`src/rtl/fruit_round_scheduler.sv`:
```
// Fruit-slicing round sequencer: picks a fruit, times its display window, judges
// slice vs. miss from the mic frequency, and keeps score and lives.
module fruit_round_scheduler #(
  parameter logic [3:0]  GAME_STATE     = 4'b0100,
  parameter logic [3:0]  MENU_STATE     = 4'b0000,
  parameter logic [11:0] FREQ_THRESHOLD = 12'd450,
  parameter int          SHOW_CYCLES    = 2000,
  parameter int          SLICED_CYCLES  = 250,
  parameter int          MAX_LIVES      = 3,
  parameter logic [6:0]  WIN_SCORE      = 7'd99
) (
  input  logic        single_pulse_clk,
  input  logic        rst_n,
  input  logic [3:0]  state,
  input  logic        btnC,
  input  logic [11:0] frequency,
  input  logic [11:0] raw_mic_data,
  output logic [5:0]  fruit_en,
  output logic [6:0]  score,
  output logic [1:0]  lives,
  output logic        slice_pulse,
  output logic        game_over
);

  localparam int TMAX    = (SHOW_CYCLES > SLICED_CYCLES) ? SHOW_CYCLES : SLICED_CYCLES;
  localparam int TIMER_W = (TMAX > 1) ? $clog2(TMAX) : 1;
  localparam logic [TIMER_W-1:0] SHOW_LAST   = TIMER_W'(SHOW_CYCLES - 1);
  localparam logic [TIMER_W-1:0] SLICED_LAST = TIMER_W'(SLICED_CYCLES - 1);
  localparam logic [1:0]         LIVES_INIT  = 2'(MAX_LIVES);

  typedef enum logic [2:0] {
    S_IDLE, S_PICK, S_SHOW, S_SLICED, S_MISS, S_OVER
  } fsm_t;

  fsm_t               fsm_q, fsm_d;
  logic [TIMER_W-1:0] timer_q, timer_d;
  logic [1:0]         kind_q, kind_d;
  logic [5:0]         fruit_en_d;
  logic [6:0]         score_d;
  logic [1:0]         lives_d;
  logic               slice_pulse_d;
  logic               game_over_d;

  function automatic logic [6:0] sat_inc(input logic [6:0] s);
    return (s >= WIN_SCORE) ? WIN_SCORE : s + 7'd1;
  endfunction

  // Sprite layout pairs each fruit with its sliced image in the next bit up.
  function automatic logic [5:0] sprite(input logic [1:0] k, input logic sliced);
    return 6'(6'd1 << (2 * int'(k) + int'(sliced)));
  endfunction

  always_ff @(posedge single_pulse_clk or negedge rst_n) begin
    if (!rst_n) begin
      fsm_q       <= S_IDLE;
      timer_q     <= '0;
      kind_q      <= '0;
      fruit_en    <= '0;
      score       <= '0;
      lives       <= LIVES_INIT;
      slice_pulse <= 1'b0;
      game_over   <= 1'b0;
    end else begin
      fsm_q       <= fsm_d;
      timer_q     <= timer_d;
      kind_q      <= kind_d;
      fruit_en    <= fruit_en_d;
      score       <= score_d;
      lives       <= lives_d;
      slice_pulse <= slice_pulse_d;
      game_over   <= game_over_d;
    end
  end

  always_comb begin
    fsm_d         = fsm_q;
    timer_d       = timer_q;
    kind_d        = kind_q;
    fruit_en_d    = fruit_en;
    score_d       = score;
    lives_d       = lives;
    slice_pulse_d = slice_pulse;
    game_over_d   = game_over;

    if (state == MENU_STATE) begin
      fsm_d         = S_IDLE;
      timer_d       = '0;
      fruit_en_d    = '0;
      score_d       = '0;
      lives_d       = LIVES_INIT;
      slice_pulse_d = 1'b0;
      game_over_d   = 1'b0;
    end else if (state == GAME_STATE) begin
      slice_pulse_d = 1'b0;
      // Quit request overrides any slice or miss judged in the same tick.
      if (btnC && (fsm_q inside {S_PICK, S_SHOW, S_SLICED, S_MISS})) begin
        fsm_d       = S_OVER;
        timer_d     = '0;
        fruit_en_d  = '0;
        game_over_d = 1'b1;
      end else begin
        case (fsm_q)
          S_IDLE: fsm_d = S_PICK;
          S_PICK: begin
            kind_d     = 2'(raw_mic_data % 12'd3);
            timer_d    = '0;
            fruit_en_d = '0;
            fsm_d      = S_SHOW;
          end
          S_SHOW: begin
            if (frequency > FREQ_THRESHOLD) begin
              fruit_en_d    = sprite(kind_q, 1'b1);
              score_d       = sat_inc(score);
              slice_pulse_d = 1'b1;
              timer_d       = '0;
              fsm_d         = S_SLICED;
            end else begin
              fruit_en_d = sprite(kind_q, 1'b0);
              timer_d    = timer_q + TIMER_W'(1);
              if (timer_q == SHOW_LAST) begin
                timer_d = '0;
                fsm_d   = S_MISS;
              end
            end
          end
          S_SLICED: begin
            timer_d = timer_q + TIMER_W'(1);
            if (timer_q == SLICED_LAST) begin
              timer_d = '0;
              if (score == WIN_SCORE) begin
                fruit_en_d  = '0;
                game_over_d = 1'b1;
                fsm_d       = S_OVER;
              end else begin
                fsm_d = S_PICK;
              end
            end
          end
          S_MISS: begin
            fruit_en_d = '0;
            lives_d    = (lives == 2'd0) ? 2'd0 : lives - 2'd1;
            if (lives <= 2'd1) begin
              game_over_d = 1'b1;
              fsm_d       = S_OVER;
            end else begin
              fsm_d = S_PICK;
            end
          end
          S_OVER: begin
            fruit_en_d  = '0;
            game_over_d = 1'b1;
          end
          default: fsm_d = S_IDLE;
        endcase
      end
    end
  end

endmodule

```
`config.mk`:
```
export PLATFORM = sky130hd
export DESIGN_NAME = fruit_round_scheduler
export DESIGN_NICKNAME = d
export VERILOG_FILES = /design/src/rtl/fruit_round_scheduler.sv
export SDC_FILE = /design/constraint.sdc
export NUM_CORES = 1
export LEC_CHECK = 0
export CORE_MARGIN = 8
export CORE_UTILIZATION = 35
export DETAILED_ROUTE_END_ITERATION = 6
export DONT_BUFFER_PORTS = 1
export GPL_TIMING_DRIVEN = 0
export SETUP_SLACK_MARGIN = 0.4
export SKIP_CTS_REPAIR_TIMING = 1
export SYNTH_ARGS = -nofsm -noshare
export SYNTH_HDL_FRONTEND = slang
export SYNTH_SLANG_ARGS = --single-unit
```
`constraint.sdc`:
```
create_clock -name single_pulse_clk -period 3.55 [get_ports single_pulse_clk]
set_input_delay 0.355 -clock single_pulse_clk [delete_from_list [all_inputs] [get_ports single_pulse_clk]]
set_output_delay 0.355 -clock single_pulse_clk [all_outputs]
set_load 0.02 [all_outputs]
```
==> flow_metrics.py, run 1 <==
metrics = {
    "floorplan": {
        "fp-row-count": 32,
        "core_area_mm2": 0.007607,
        "start_util_pct": 35.58,
        "ioPinCount": 48,
        "die_h_um": 103.9,
        "die-area_mm2": 0.01080,
        "die_w_um": 103.9,
    },
    "power": {
        "internal_power_uw": 921.3,
        "p_per_area_mw_per_mm2": 478.8,
        "swShare_pct": 39.91,
        "p_total_uw": 1533,
        "ir_worst_vdd_mv": 0.1632,
        "leakagePower_uw": 0.001218,
        "p_seq_share_pct": 37.4,
        "p_comb_share_pct": 38.2,
        "p_clk_share_pct": 24.4,
        "p_sw_uw": 611.8,
    },
    "min_path": {
        "hold_path.class": "primary input to flop",
    },
    "placement": {
        "placed_area_mm2": 0.002885,
        "placement.io_buffers": 0,
        "gp_congestion": 0.8308,
        "dp_cells": 441,
        "dpl.hpwl_um": 5245,
        "dp_slack_ns": -0.4170,
    },
    "synthesis": {
        "synth_edf_count": 0,
        "synth.avg_cell_area_um2": 7.983,
        "netlist_area_mm2": 0.002706,
        "yosys_warnings": 0,
        "synth_flop_cell": "dfrtp_1",
        "ys_seq_area_share_pct": 30.61,
        "synth_cell_type_count": 69,
        "ys_ff_latch": 33,
        "synthArstFlopShare_pct": 100.0,
        "synthCells": 339,
        "synthesis.nets": 375,
    },
    "global_route": {
        "overflow": 0,
        "grt_pass1_vias": 2564,
        "grt_pass1_wl_um": 12160,
        "grt_usage_pct": 13.11,
        "antenna_found_initial": 0,
        "grt_max_degree": 34,
    },
    "clock_tree": {
        "cts_tree": "built",
        "cts_max_level": 2,
        "clk_latency_ns": 0.29,
        "cts.sinks": 33,
        "cts_buffer_depth": 2,
        "cts-root-buf": "clkbuf_8",
        "cts_made_buffers": 5,
        "clkSlewWorstSetupHoldPaths_ns": 0.06,
    },
    "detailed_routing": {
        "drc_errors": 0,
        "viasPerCell": 5.868,
        "vias": 2670,
        "ant_nets": 0,
        "wl_per_cell_um": 16.11,
        "first_pass_iters": 4,
        "drtIter0Drc": 83,
        "routed_wl_um": 7328,
    },
    "timing": {
        "min_period_ns": 3.503,
        "fin_crit_sh_pct": 98.68,
        "final-setup-viol-count": 0,
        "fmaxAchievable_ghz": 0.2855,
        "max_slew_margin_pct": 34.99,
        "hold_ws_ns": 0.2708,
        "hold_viol_final": 0,
        "worstMarginPinSlew_ns": 0.9678,
        "timing.final.ws_setup_ns": 0.04690,
        "fin_skew_ns": 0.01059,
        "rsz0062_at_grt": "true",
        "drv_slew": 0,
    },
    "flow_run": {
        "drv_cap": 0,
    },
    "finish": {
        "seqCellArea_um2": 828.3,
        "drive_gt1_share_pct": 17.85,
        "final_common_cell": "nor2_1",
        "layout_common_cells": "39 x nor2_1, 33 x o21ai_0, 31 x dfrtp_1, 24 x a21oi_1, 22 x nand2_1",
        "areaGrowthSynthToFinish_pct": 18.31,
        "diodes": 0,
        "multiInputGateArea_mm2": 0.001898,
        "instances_no_fill": 455,
        "fill_cells": 799,
        "design_area_mm2": 0.003202,
        "final_nets": 388,
    },
    "critical_path": {
        "cp_max_fo": 5,
        "critical_path_class": "primary input to flop",
        "arrival_ns": 3.70,
        "crit_required_ns": 3.74,
        "crit_path_end_kind": "flop",
        "cp-start-kind": "primary input",
    },
    "status": {
        "run_status": "finished clean",
    },
}
[synthesized netlist by cell type, drive strengths merged (3+ instances only)]
library cell | instances | area share, %
o41ai | 4 | 1.3
a22o | 4 | 1.3
o211ai | 3 | 1.0
inv | 11 | 1.5
or4 | 3 | 0.88
a31oi | 7 | 1.6
o31ai | 7 | 2.1
xor2 | 3 | 0.97
nand3 | 12 | 2.4
nand4 | 7 | 1.6
and3 | 7 | 1.8
mux2 | 6 | 2.5
nand4b | 3 | 0.97
nor2b | 5 | 1.2
a21boi | 4 | 1.1
nand2 | 22 | 3.1
o21ai | 35 | 6.5
buf | 5 | 1.6
nor3b | 4 | 1.1
ha | 5 | 2.3
dfrtp | 31 | 29
and2 | 3 | 0.74
nor4 | 7 | 1.6
nor3 | 12 | 2.6
a21oi | 27 | 5.1
nand2b | 7 | 1.6
or4b | 3 | 1.2
clkbuf | 13 | 1.8
nand3b | 3 | 0.83
a211oi | 4 | 1.3
nor2 | 39 | 5.4
[flip-flops by register name, summed over array words and instances (netlist names)]
name         cells
timer_q         11
game_over        1
score            7
fruit_en         6
slice_pulse      1
kind_q           2
fsm_q            3
lives            2
[worst max-delay path: stages]
cell      delay [ns]
buf_12          0.11
xnor2_4         0.16
a211oi_2        0.08
o21a_2          0.25
or4_4           0.56
a21oi_4         0.15
o21ai_2         0.08
a32oi_4         0.31
ha_4            0.20
inv_2           0.04
and2_4          0.13
a21oi_4         0.13
inv_2           0.06
ha_4            0.16
or4_4           0.55
and3_4          0.18
o31ai_4         0.16
[metrics by stage]
stage	setup TNS, ns	utilization (%)
2_1_floorplan	-0.2164	-
3_3_place_gp	-0.7364	37.93
3_5_place_dp	-0.7872	37.93
4_1_cts	-0.2292	39.46
5_1_grt	-0.1046	42.09
6_report	0	42.09
[cells by family (layout without fill, tap and decap cells)]
logic type / after synthesis / after routing / synth area share (%)
AND/OR/NAND/NOR: 146 / 146 / 30.24
flip-flops: 33 / 33 / 30.61
multiplexers: 7 / 7 / 2.866
XOR/XNOR: 5 / 5 / 1.618
buffers and inverters: 29 / 43 / 4.947
adder cells (fa/ha/maj): 5 / 5 / 2.312
AO/OA/AOI/OAI: 114 / 114 / 27.42
[final cells by class]
type | instances | area share [%]
Multi-Input combinational cell | 277 | 59.28
Sequential cell | 33 | 25.87
Tap cell | 102 | 3.986
Buffer | 18 | 3.517
Clock buffer | 7 | 2.696
Timing Repair Buffer | 6 | 2.423
Inverter | 11 | 1.290
Clock inverter | 1 | 0.9379
[routing by layer]
| layer | up-vias | GRT usage [%] | part of all wire [%] |
|---|---|---|---|
| met3 | 8 | 3.408 | 5.3 |
| met1 | 1299 | 15.90 | 43 |
| met5 | - | 0 | 0 |
| li1 | 1307 | - | - |
| met4 | 0 | 4.343 | 1.6 |
| met2 | 56 | 22.00 | 50 |
[power by group through the flow]
| stage | Sequential, uW | Clock (uW) | Combinational, uW |
|---|---|---|---|
| finish | 573 | 375 | 585 |
| global route | 592 | 393 | 660 |
| CTS | 577 | 382 | 524 |
| detailed placement | 584 | 0 | 521 |
| global placement | 582 | 0 | 513 |
| floorplan | 553 | 0 | 432 |
[final timing paths]
kind	startpoint	end	slack (ns)	cells after the start
worst max-delay path	raw_mic_data[9]	kind_q[1]$_DFFE_PN0P_	0.05	17
worst min-delay path	raw_mic_data[0]	kind_q[0]$_DFFE_PN0P_	0.27	2
worst max register to register	timer_q[1]$_DFFE_PN0P_	fruit_en[2]$_DFFE_PN0P_	0.76	7
worst min register to register	timer_q[10]$_DFFE_PN0P_	timer_q[10]$_DFFE_PN0P_	0.52	1
max in group asynchronous	rst_n	lives[1]$_DFFE_PN1P_	2.80	2
min in group asynchronous	rst_n	score[5]$_DFFE_PN0P_	0.50	2
(Power assumes the default switching activity.)
==> run 2, diff against run 1 <==
- CORE_MARGIN: 8 -> not set
- SETUP_SLACK_MARGIN: 0.4 -> 0.5
==> flow_metrics.py, run 2 (synthesis gave the netlist of run 1 again) <==
metrics = {
    "status": {
        "run_status": "finished clean",
    },
    "critical_path": {
        "cp-start-kind": "primary input",
        "crit_path_end_kind": "flop",
        "crit_required_ns": 3.76,
        "critical_path_class": "primary input to flop",
        "arrival_ns": 3.64,
        "cp_max_fo": 10,
        "r2r_cells": 7,
    },
    "timing": {
        "drv_slew": 0,
        "fin_tns_setup_ns": 0,
        "worstMarginPinSlew_ns": 0.9711,
        "max_slew_margin_pct": 34.76,
        "fin_crit_sh_pct": 96.67,
        "fmaxAchievable_ghz": 0.2914,
        "rsz0062_at_grt": "true",
        "timing.final.ws_setup_ns": 0.1182,
        "final-setup-viol-count": 0,
        "fin_skew_ns": 0.006444,
        "min_period_ns": 3.432,
        "hold_viol_final": 0,
    },
    "clock_tree": {
        "cts-root-buf": "clkbuf_8",
        "cts_buffer_depth": 2,
        "cts_made_buffers": 5,
        "clk_latency_ns": 0.29,
        "cts_tree": "built",
        "cts.sinks": 33,
        "clkSlewWorstSetupHoldPaths_ns": 0.08,
        "cts_max_level": 2,
    },
    "detailed_routing": {
        "vias": 2651,
        "first_pass_iters": 5,
        "viasPerCell": 5.814,
        "ant_nets": 0,
        "drtIter0Drc": 103,
        "wl_per_cell_um": 15.20,
        "routed_wl_um": 6930,
        "drc_errors": 0,
    },
    "global_route": {
        "grt_max_degree": 34,
        "grt_usage_pct": 16.83,
        "antenna_found_initial": 0,
        "grt_pass1_vias": 2385,
        "overflow": 0,
        "grt_pass1_wl_um": 11400,
    },
    "finish": {
        "utilization_pct": 43.02,
        "final_common_cell": "nor2_1",
        "largest_reg_flops": 11,
        "diodes": 0,
        "design_area_mm2": 0.003171,
        "layout_common_cells": "39 x nor2_1, 33 x o21ai_0, 31 x dfrtp_1, 24 x a21oi_1, 22 x nand2_1",
        "final_nets": 392,
        "areaGrowthSynthToFinish_pct": 17.15,
        "drive_gt1_share_pct": 18.21,
        "regMostFlops": "timer_q",
        "reg_top3": "timer_q x11, score x7, fruit_en x6",
    },
    "floorplan": {
        "core_area_mm2": 0.007370,
        "die-area_mm2": 0.008088,
        "ioPinCount": 48,
        "die_w_um": 89.94,
        "start_util_pct": 36.72,
        "die_h_um": 89.94,
        "fp-row-count": 31,
    },
    "placement": {
        "dp_slack_ns": -0.3840,
        "gp_congestion": 0.8909,
        "placement.io_buffers": 0,
        "dpl.hpwl_um": 4806,
        "placed_area_mm2": 0.002882,
    },
    "power": {
        "ir_worst_vdd_mv": 0.1711,
        "p_per_area_mw_per_mm2": 453.6,
        "leakagePower_uw": 0.001211,
    },
    "min_path": {
        "hold_path.class": "primary input to flop",
        "worstHoldPathCells": 2,
    },
    "flow_run": {
        "drv_cap": 0,
    },
}
-- run 2: cell types whose count changed in the layout (fill, tap and decap cells not counted), sizes merged --
cell / before / now
clkinvlp: 0 / 3
clkbuf: 21 / 19
bufinv: 1 / 0
buf: 9 / 13
-- run 2: worst paths after layout --
kind | start | slack, ns | endpoint
setup / recovery | raw_mic_data[11] | 0.12 | kind_q[1]$_DFFE_PN0P_
min in group asynchronous | rst_n | 0.52 | timer_q[6]$_DFFE_PN0P_
setup reg to reg | timer_q[1]$_DFFE_PN0P_ | 0.73 | fruit_en[1]$_DFFE_PN0P_
hold / removal | raw_mic_data[0] | 0.24 | kind_q[0]$_DFFE_PN0P_
hold reg to reg | timer_q[4]$_DFFE_PN0P_ | 0.54 | timer_q[4]$_DFFE_PN0P_
max in group asynchronous | rst_n | 2.79 | lives[0]$_DFFE_PN1P_
-- run 2: worst max-delay path, stage by stage --
cell	delay, ns
buf_6	0.12
nor4_2	0.34
o21ai_0	0.13
a22o_1	0.23
and3_4	0.16
buf_6	0.13
buf_4	0.13
o221a_4	0.22
a32oi_4	0.26
ha_4	0.19
inv_2	0.04
and2_4	0.13
a21oi_4	0.13
inv_2	0.06
ha_4	0.16
or4b_4	0.52
and3_4	0.18
o31ai_2	0.16
-- run 2: report_power, final --
| part | internal, uW | switching [uW] | total, uW |
|---|---|---|---|
| Sequential | 446 | 123 | 568 |
| Combinational | 248 | 330 | 577 |
| Clock | 138 | 155 | 293 |
-- run 2: layer usage --
layer | wire length, um | global-route usage (%) | up-vias
met5 | 0 | 0 | -
met4 | 102 | 5.108 | 0
met3 | 293 | 2.453 | 7
met2 | 3421 | 28.59 | 66
met1 | 3112 | 22.10 | 1267
li1 | - | - | 1311
-- run 2: stage by stage --
| step | std cells | total power (uW) | hold slack, ns |
|---|---|---|---|
| floorplan | 339 | 985.3 | 0.05941 |
| global placement | 438 | 1088 | 0.06070 |
| detailed placement | 438 | 1096 | 0.06082 |
| CTS | 446 | 1393 | -0.2580 |
| global route | 456 | 1553 | 0.2504 |
| finish | 456 | 1438 | 0.2382 |
-- run 2: layout make-up --
class / count / area [um^2]
buffer: 18 / 105.1
clock buffer: 5 / 68.82
clock inverter: 3 / 22.52
fill: 742 / 4199
inverter: 11 / 41.29
multi-input combinational: 277 / 1873
sequential: 33 / 828.3
tap: 99 / 123.9
timing repair buffer: 10 / 107.6
==> run 3, diff against run 2 <==
- clock period: 3.55 -> 4.2 ns (I/O delays scaled with it)
==> flow_metrics.py, run 3 (synthesis gave the netlist of run 1 again) <==
metrics = {
    "timing": {
        "hold_viol_final": 0,
        "max_slew_margin_pct": 34.94,
        "rsz0062_at_grt": "false",
        "timing.final.ws_setup_ns": 0.6560,
        "fin_tns_setup_ns": 0,
        "min_period_ns": 3.544,
        "fin_skew_ns": 0.006576,
        "fin_crit_sh_pct": 84.38,
        "final-setup-viol-count": 0,
        "drv_slew": 0,
        "worstMarginPinSlew_ns": 0.9670,
        "fmaxAchievable_ghz": 0.2822,
    },
    "floorplan": {
        "die_h_um": 89.94,
        "die_w_um": 89.94,
        "core_area_mm2": 0.007370,
        "start_util_pct": 36.72,
        "fp-row-count": 31,
        "ioPinCount": 48,
        "die-area_mm2": 0.008088,
    },
    "finish": {
        "diodes": 0,
        "drive_gt1_share_pct": 15.86,
        "largest_reg_flops": 11,
        "areaGrowthSynthToFinish_pct": 13.73,
        "final_common_cell": "nor2_1",
        "final_nets": 388,
        "layout_common_cells": "39 x nor2_1, 33 x o21ai_0, 31 x dfrtp_1, 24 x a21oi_1, 22 x nand2_1",
        "regMostFlops": "timer_q",
        "reg_top3": "timer_q x11, score x7, fruit_en x6",
    },
    "critical_path": {
        "crit_chain": "buf_12 > and4b_1 > mux2i_1 > a22o_1 > and3_4 > buf_6 > a31oi_1 > o221a_2 > a32oi_4 > ha_4 > inv_2 > and2_4 > a21oi_4 > inv_1 > ha_2 > or4b_4 > and3_4 > o31ai_2",
        "cp-start-kind": "primary input",
        "cp_max_fo": 10,
        "cp_top_family": "simple AND/OR/NAND/NOR gates",
        "crit_path_end_kind": "flop",
        "crit_top_cell": "and3_4",
        "critPathBufInv": 4,
        "crit_slowest_cell": "or4b_4",
        "rrSetupSlack_ns": 1.38,
        "crit_required_ns": 4.41,
        "slowest_delay_ns": 0.55,
        "arrival_ns": 3.75,
        "critical_path_class": "primary input to flop",
    },
    "clock_tree": {
        "cts_made_buffers": 5,
        "cts_buffer_depth": 2,
        "cts-root-buf": "clkbuf_8",
        "cts_max_level": 2,
        "clk_latency_ns": 0.29,
        "clkSlewWorstSetupHoldPaths_ns": 0.08,
        "cts_tree": "built",
        "cts.sinks": 33,
    },
    "global_route": {
        "grt_max_degree": 34,
        "grt_pass1_vias": 2385,
        "grt_pass1_wl_um": 11400,
        "antenna_found_initial": 0,
        "overflow": 0,
        "grt_usage_pct": 16.83,
    },
    "detailed_routing": {
        "drtIter0Drc": 105,
        "vias": 2610,
        "drc_errors": 0,
        "routed_wl_um": 6767,
        "viasPerCell": 5.774,
        "ant_nets": 0,
        "wl_per_cell_um": 14.97,
        "first_pass_iters": 4,
    },
    "power": {
        "p_total_uw": 1200,
        "ir_worst_vdd_mv": 0.1451,
        "p_per_area_mw_per_mm2": 389.7,
        "leakagePower_uw": 0.001175,
    },
    "placement": {
        "dp_slack_ns": 0.2010,
        "dpl.hpwl_um": 4806,
        "placement.io_buffers": 0,
        "gp_congestion": 0.8909,
    },
    "status": {
        "run_status": "finished clean",
    },
    "min_path": {
        "hold_path.class": "primary input to flop",
    },
    "flow_run": {
        "drv_cap": 0,
    },
}
-- run 3: changes by cell type in the layout (fill, tap and decap cells not counted), sizes merged --
cell | before | now
buf | 13 | 10
clkbuf | 19 | 18
-- run 3: final cells by class --
class	instances	area, um^2
clock buffer	5	68.82
timing repair buffer	6	60.06
multi-input combinational	277	1829
tap	99	123.9
sequential	33	828.3
inverter	11	41.29
fill	758	4292
buffer	18	103.9
clock inverter	3	22.52
-- run 3: worst register-to-register path, delay by kind of cell, from the launching register on --
kind / cells / cell delay, ns
multiplexers: 1 / 0.41
AND/OR/NAND/NOR: 1 / 0.59
adder cells (fa/ha/maj): 1 / 0.12
buffers and inverters: 1 / 0.07
flip-flops: 1 / 0.41
AO/OA/AOI/OAI: 3 / 1.11
-- run 3: routing by layer --
| layer | vias up | GRT usage, % | routed length, um |
|---|---|---|---|
| met5 | - | 0 | 0 |
| met4 | 0 | 5.108 | 106 |
| met2 | 46 | 28.59 | 3329 |
| met1 | 1260 | 22.10 | 3110 |
| li1 | 1297 | - | - |
| met3 | 7 | 2.453 | 221 |
-- run 3: path summary, 6_finish.rpt --
path	startpoint	to	cells after the start
worst max-delay path	raw_mic_data[9]	kind_q[1]$_DFFE_PN0P_	18
worst min-delay path	raw_mic_data[0]	kind_q[0]$_DFFE_PN0P_	2
worst max register to register	timer_q[1]$_DFFE_PN0P_	fruit_en[1]$_DFFE_PN0P_	7
worst min register to register	timer_q[4]$_DFFE_PN0P_	timer_q[4]$_DFFE_PN0P_	1
max in group asynchronous	rst_n	lives[0]$_DFFE_PN1P_	2
min in group asynchronous	rst_n	timer_q[6]$_DFFE_PN0P_	2
-- run 3: where the power goes --
| group | leakage (uW) | switching [uW] | internal [uW] | total, uW |
|---|---|---|---|---|
| Combinational | 0.000702 | 271 | 199 | 471 |
| Clock | 0.0000364 | 132 | 116 | 248 |
| Sequential | 0.000437 | 104 | 377 | 481 |
-- run 3: stage by stage --
stage	utilization (%)	hold WS [ns]	cells	cell area (um^2)
after floorplan	-	0.1244	339	2758
after global placement	39.10	0.1257	438	2882
after detailed placement	39.10	0.1258	438	2882
after CTS	40.34	-0.1930	446	2973
after global routing	41.77	0.3257	452	3078
final	41.77	0.3135	452	3078
